### src/rtl/seg_scan_if.sv
// Bundle of write/control inputs and registered display outputs for seg_scan_ctrl.
// master = data source / decoder side, slave = the scan controller.
interface seg_scan_if;
  logic       wr_en;
  logic [2:0] wr_addr;
  logic [3:0] wr_data;
  logic       hold;
  logic [7:0] digit_en;
  logic       a, b, c, d;
  logic       s1, s2, s3;
  logic       blank;
  logic       tick;

  modport master (
    output wr_en, wr_addr, wr_data, hold, digit_en,
    input  a, b, c, d, s1, s2, s3, blank, tick
  );

  modport slave (
    input  wr_en, wr_addr, wr_data, hold, digit_en,
    output a, b, c, d, s1, s2, s3, blank, tick
  );
endinterface

### src/rtl/seg_scan_ctrl.sv
// Eight-digit time-multiplexed seven-segment scan controller.
// Define SEG_SCAN_LZ_BLANK_EN to add leading-zero suppression to the blank flag.
module seg_scan_ctrl #(
  parameter int unsigned REFRESH_DIV = 100000
) (
  input  logic       clk,
  input  logic       rst,
  seg_scan_if.slave  bus
);
  localparam int unsigned CNT_W = $clog2(REFRESH_DIV);
  localparam logic [CNT_W-1:0] TC = CNT_W'(REFRESH_DIV - 1);

  logic [CNT_W-1:0] cnt_p0;
  logic [2:0]       idx_p0;
  logic [3:0]       digit_p0 [8];

  logic [3:0]       val_p1;
  logic [2:0]       sel_p1;
  logic             blank_p1;
  logic             tick_p1;

  logic             adv;
  logic [2:0]       idx_nxt;
  logic [3:0]       digit_nxt [8];
  logic             blank_nxt;

`ifdef SEG_SCAN_LZ_BLANK_EN
  // Bit i set when digit i and every digit above it are zero; digit 0 always shows.
  function automatic logic [7:0] lz_mask(input logic [31:0] dig);
    logic [7:0] m;
    logic       zero_above;
    m          = '0;
    zero_above = 1'b1;
    for (int i = 7; i >= 1; i--) begin
      zero_above = zero_above & (dig[4*i +: 4] == 4'h0);
      m[i]       = zero_above;
    end
    return m;
  endfunction

  logic [31:0] dig_flat;
  logic [7:0]  lz;

  always_comb begin
    dig_flat = '0;
    for (int i = 0; i < 8; i++) dig_flat[4*i +: 4] = digit_nxt[i];
  end

  assign lz        = lz_mask(dig_flat);
  assign blank_nxt = ~bus.digit_en[idx_nxt] | lz[idx_nxt];
`else
  assign blank_nxt = ~bus.digit_en[idx_nxt];
`endif

  assign adv     = (cnt_p0 == TC) && !bus.hold;
  assign idx_nxt = adv ? idx_p0 + 3'd1 : idx_p0;

  // Outputs are built from next-state values so index, value and tick stay in the same cycle.
  always_comb begin
    for (int i = 0; i < 8; i++) begin
      digit_nxt[i] = (bus.wr_en && (bus.wr_addr == 3'(i))) ? bus.wr_data : digit_p0[i];
    end
  end

  // Stage p0: prescaler, index and digit storage; stage p1: registered display outputs.
  always_ff @(posedge clk or posedge rst) begin
    if (rst) begin
      cnt_p0   <= '0;
      idx_p0   <= '0;
      for (int i = 0; i < 8; i++) digit_p0[i] <= '0;
      val_p1   <= '0;
      sel_p1   <= '0;
      blank_p1 <= 1'b0;
      tick_p1  <= 1'b0;
    end else begin
      if (!bus.hold) cnt_p0 <= adv ? '0 : cnt_p0 + CNT_W'(1);
      idx_p0   <= idx_nxt;
      for (int i = 0; i < 8; i++) digit_p0[i] <= digit_nxt[i];
      val_p1   <= digit_nxt[idx_nxt];
      sel_p1   <= idx_nxt;
      blank_p1 <= blank_nxt;
      tick_p1  <= adv;
    end
  end

  assign {bus.a, bus.b, bus.c, bus.d} = val_p1;
  assign {bus.s1, bus.s2, bus.s3}     = sel_p1;
  assign bus.blank                    = blank_p1;
  assign bus.tick                     = tick_p1;
endmodule

### src/flat_wrapper.sv
// flat-port wrapper written by rule: the top's interface ports become plain ports
module seg_scan_ctrl_flat 
#(
  parameter int unsigned REFRESH_DIV = 100000
)
  (clk, rst, bus_wr_en, bus_wr_addr, bus_wr_data, bus_hold, bus_digit_en, bus_a, bus_b, bus_c, bus_d, bus_s1, bus_s2, bus_s3, bus_blank, bus_tick);
  seg_scan_if bus_i ();
  input  logic clk;
  input  logic rst;
  input wire logic [$bits(bus_i.wr_en)-1:0] bus_wr_en;
  input wire logic [$bits(bus_i.wr_addr)-1:0] bus_wr_addr;
  input wire logic [$bits(bus_i.wr_data)-1:0] bus_wr_data;
  input wire logic [$bits(bus_i.hold)-1:0] bus_hold;
  input wire logic [$bits(bus_i.digit_en)-1:0] bus_digit_en;
  output wire logic [$bits(bus_i.a)-1:0] bus_a;
  output wire logic [$bits(bus_i.b)-1:0] bus_b;
  output wire logic [$bits(bus_i.c)-1:0] bus_c;
  output wire logic [$bits(bus_i.d)-1:0] bus_d;
  output wire logic [$bits(bus_i.s1)-1:0] bus_s1;
  output wire logic [$bits(bus_i.s2)-1:0] bus_s2;
  output wire logic [$bits(bus_i.s3)-1:0] bus_s3;
  output wire logic [$bits(bus_i.blank)-1:0] bus_blank;
  output wire logic [$bits(bus_i.tick)-1:0] bus_tick;
  assign bus_i.wr_en = bus_wr_en;
  assign bus_i.wr_addr = bus_wr_addr;
  assign bus_i.wr_data = bus_wr_data;
  assign bus_i.hold = bus_hold;
  assign bus_i.digit_en = bus_digit_en;
  assign bus_a = bus_i.a;
  assign bus_b = bus_i.b;
  assign bus_c = bus_i.c;
  assign bus_d = bus_i.d;
  assign bus_s1 = bus_i.s1;
  assign bus_s2 = bus_i.s2;
  assign bus_s3 = bus_i.s3;
  assign bus_blank = bus_i.blank;
  assign bus_tick = bus_i.tick;
  seg_scan_ctrl #(.REFRESH_DIV(REFRESH_DIV)) u_core (.clk(clk), .rst(rst), .bus(bus_i));
endmodule
### config.mk
export PLATFORM = sky130hd
export DESIGN_NAME = seg_scan_ctrl_flat
export DESIGN_NICKNAME = d
export VERILOG_FILES = /design/src/rtl/seg_scan_if.sv /design/src/rtl/seg_scan_ctrl.sv /design/src/flat_wrapper.sv
export SDC_FILE = /design/constraint.sdc
export NUM_CORES = 1
export LEC_CHECK = 0
export CORE_ASPECT_RATIO = 2
export CORE_MARGIN = 2
export CORE_UTILIZATION = 45
export DETAILED_ROUTE_END_ITERATION = 7
export DONT_BUFFER_PORTS = 1
export GPL_TIMING_DRIVEN = 0
export PLACE_DENSITY = 0.69
export SLEW_MARGIN = 40
export SYNTH_ARGS = -nofsm -noshare
export SYNTH_HDL_FRONTEND = slang
export SYNTH_SLANG_ARGS = --single-unit
### constraint.sdc
create_clock -name clk -period 5.25 [get_ports clk]
set_input_delay 0.525 -clock clk [delete_from_list [all_inputs] [get_ports clk]]
set_output_delay 0.525 -clock clk [all_outputs]
set_load 0.005 [all_outputs]
==> flow_summary.ini <==
[min_path]
hold_class = in2async

[clock_tree]
cts_num_sinks = 58
post_cts_buffers = 0
h-tree-depth = 3
hold_buffers = 0
cts_tree = yes
clk_pin_slew_worst_paths_ps = 50
cts_inserted_buffers = 9
cts.path.max_buffers = 2
clock_latency_ps = 340
cts_resized = 0
cts_root_buffer = clkbuf_16

[worst_setup_path]
start_kind = flip-flop
crit_path_start = u_core.idx_p0[1]
worst_setup_path_end_kind = flip-flop
slowest_stage = clkbuf_1
worst-setup-path-type = reg2reg
cp_max_fo = 10
cp.arrival_ps = 2860
path_cells = ha_1 > clkbuf_1 > clkbuf_1 > o32ai_1 > o21ai_0 > o21ai_0 > a32oi_1
required_ps = 5470
reg2reg_from = u_core.idx_p0[1]
cp_slowest_stage_delay_ps = 550

[place]
dp_hpwl_um = 6630
io_buffers = 0
gp_congestion = 0.922
placedCellCount = 423

[synthesis]
synth_area_per_cell_um2 = 10.2
synthFlopType = dfrtp_1
ys_ff_latch = 58
synth_cells = 330
yosys-top-cells-area = dfrtp_1 (43%), mux2_2 (6.7%), mux2i_1 (3.9%)
synthDistinctLibCells = 52
synthArstFlopShare_pct = 100
syn_nets = 351
synth-edff-count = 0
yosys.area.top_type = dfrtp_1
ys_warn_count = 0
synth_area_mm2 = 0.00336
yosysSeqAreaShare_pct = 43.3
yosys.area.top_type_share_pct = 43.3

[power_and_ir_drop]
power_density_mw_per_mm2 = 385
pwr-share-comb_pct = 14.9
peakVddDrop_mv = 0.242
p_int_mw = 1.11
pwr-share-clk_pct = 46.5
swShare_pct = 25.1
power.share.sequential_pct = 38.6
p_switching_mw = 0.372
leakage_nw = 1.66

[timing]
period_share_pct = 50.2
setup_viol = 0
worstMarginPinSlew_ps = 710
drv_slew = 0
tns_ps = 0
rsz0062_at_grt = false
period_minus_slack_ps = 2640
skew_ps = 8.72
hold_viol_final = 0
max_freq_ghz = 0.379
slew_headroom_pct = 52.7

[route]
wl_per_cell_um = 20.9
drt_pass1_iterations = 4
vias = 2706
drt-initial-drc-count = 156
ant_nets = 0
vias_per_cell = 6.16
wl_um = 9160
drcViolationCount = 0

[grt]
grt_pass1_wl_um = 14400
grt_remaining_overflow = 0
grt_usage_pct = 24.0
antenna_found_initial = 0
grt_max_degree = 32
grt_pass1_vias = 2849

[die]
die_w_um = 65.1
die_area_mm2 = 0.00821
fp-row-count = 44
pin_count = 28
die_h_um = 126
core_region_area_mm2 = 0.00727
start_util_pct = 46.2

[cells_and_area]
syn2layout_area_growth_pct = 14.6
final_cells = 439
antennaDiodeCount = 0
nets = 363
n_fill_cell = 677
layout-drive-gt1-share_pct = 19.0

[status]
status = finished clean

[run]
max_cap_violations = 0
## cell type report
cell class | count | area [um^2] | area share, %
buffer | 26 | 135 | 3.51
clock buffer | 11 | 253 | 6.57
clock inverter | 5 | 100 | 2.60
inverter | 18 | 72.6 | 1.89
multi-input combinational | 228 | 1700 | 44.2
sequential | 58 | 1450 | 37.7
tap | 92 | 115 | 2.99
timing repair buffer | 1 | 20.0 | 0.520
## critical path, delay by kind of cell, from the launching register on
kind / cells / cell delay (ps)
compound gates: 4 / 780
fa+ha+maj: 1 / 310
flops: 1 / 430
buf+inv: 2 / 1020
## cells in the final DEF, fill, tap and decap left out, drive strengths merged, types with 3 or more instances in the layout
cell     n
dfrtp   58
nand2   30
clkbuf  25
mux2    21
nor2    19
inv     18
o21ai   15
nand3   14
mux2i   13
buf     13
xnor2   10
nand4   10
nor3     8
xor2     8
nand2b   7
a21oi    7
and4     6
a32oi    6
o211ai   6
nand4b   5
a21o     5
nor4b    5
nor4     4
mux4     4
o32ai    3
a221oi   3
bufinv   3
## sequential cells by signal (all words and copies together), names as in the netlist
| register | count |
|---|---|
| u_core.idx_p0 | 3 |
| u_core.bus.blank | 1 |
| u_core.digit_p0 | 32 |
| u_core.bus.tick | 1 |
| u_core.cnt_p0 | 17 |
| u_core.val_p1 | 4 |
## path summary, 6_finish.rpt
path                                             to  cells past startpoint  slack, ps
worst min register to register     u_core.cnt_p0[4]                      1        470
worst max register to register     u_core.val_p1[2]                      7       2610
worst max-delay path               u_core.val_p1[2]                      7       2610
min in group clk                   u_core.cnt_p0[1]                      1        300
worst min-delay path            u_core.digit_p0[29]                      1         60
max in group asynchronous          u_core.cnt_p0[0]                      2       4710
## cell usage after synthesis, drive strengths merged (7+ instances only)
library cell and count:
xor2 8, buf 12, a21oi 7, dfrtp 58, inv 18, mux2 21
nand3 14, clkbuf 14, mux2i 13, nand4 10, nor2 19, nand2 30
o21ai 15, nor3 8, xnor2 10, nand2b 7
## layer usage
metal  vias up  GRT usage [%]  part of all wire, %
met3        49           4.64                  4.8
met1      1320           23.4                   33
met5         -              0                    0
li1       1218              -                    -
met4         0           22.4                  8.2
met2       119           40.9                   54
## cells by family (layout without fill, tap and decap cells)
kind of cell	count (synthesis)	after routing	synth area share, %
AO/OA/AOI/OAI	49	49	10.1
adder cells (fa/ha/maj)	2	2	0.746
AND/OR/NAND/NOR	121	121	21.1
multiplexers	38	38	13.7
buffers and inverters	44	61	6.11
flip-flops	58	58	43.3
XOR/XNOR	18	18	4.92
## per-stage QoR
step                      worst slack [ps]  total power, mW  hold WS, ps  util (%)  cell area (um^2)
after floorplan                       3130            0.728          439         -              3360
after global placement                2680            0.786          470      47.8              3470
after detailed placement              2690            0.795          422      48.1              3490
after CTS                             2680             1.49         68.7      52.9              3850
after global routing                  2490             1.53         86.7      52.9              3850
final                                 2610             1.48         57.9      52.9              3850
## power groups by stage
stage | combinational (mW) | sequential, mW | clock [mW]
floorplan | 0.163 | 0.565 | 0
CTS | 0.218 | 0.572 | 0.697
finish | 0.221 | 0.572 | 0.690
detailed placement | 0.216 | 0.578 | 0
global route | 0.240 | 0.580 | 0.713
global placement | 0.211 | 0.575 | 0
Note: power is estimated with default switching activity, not from simulation.
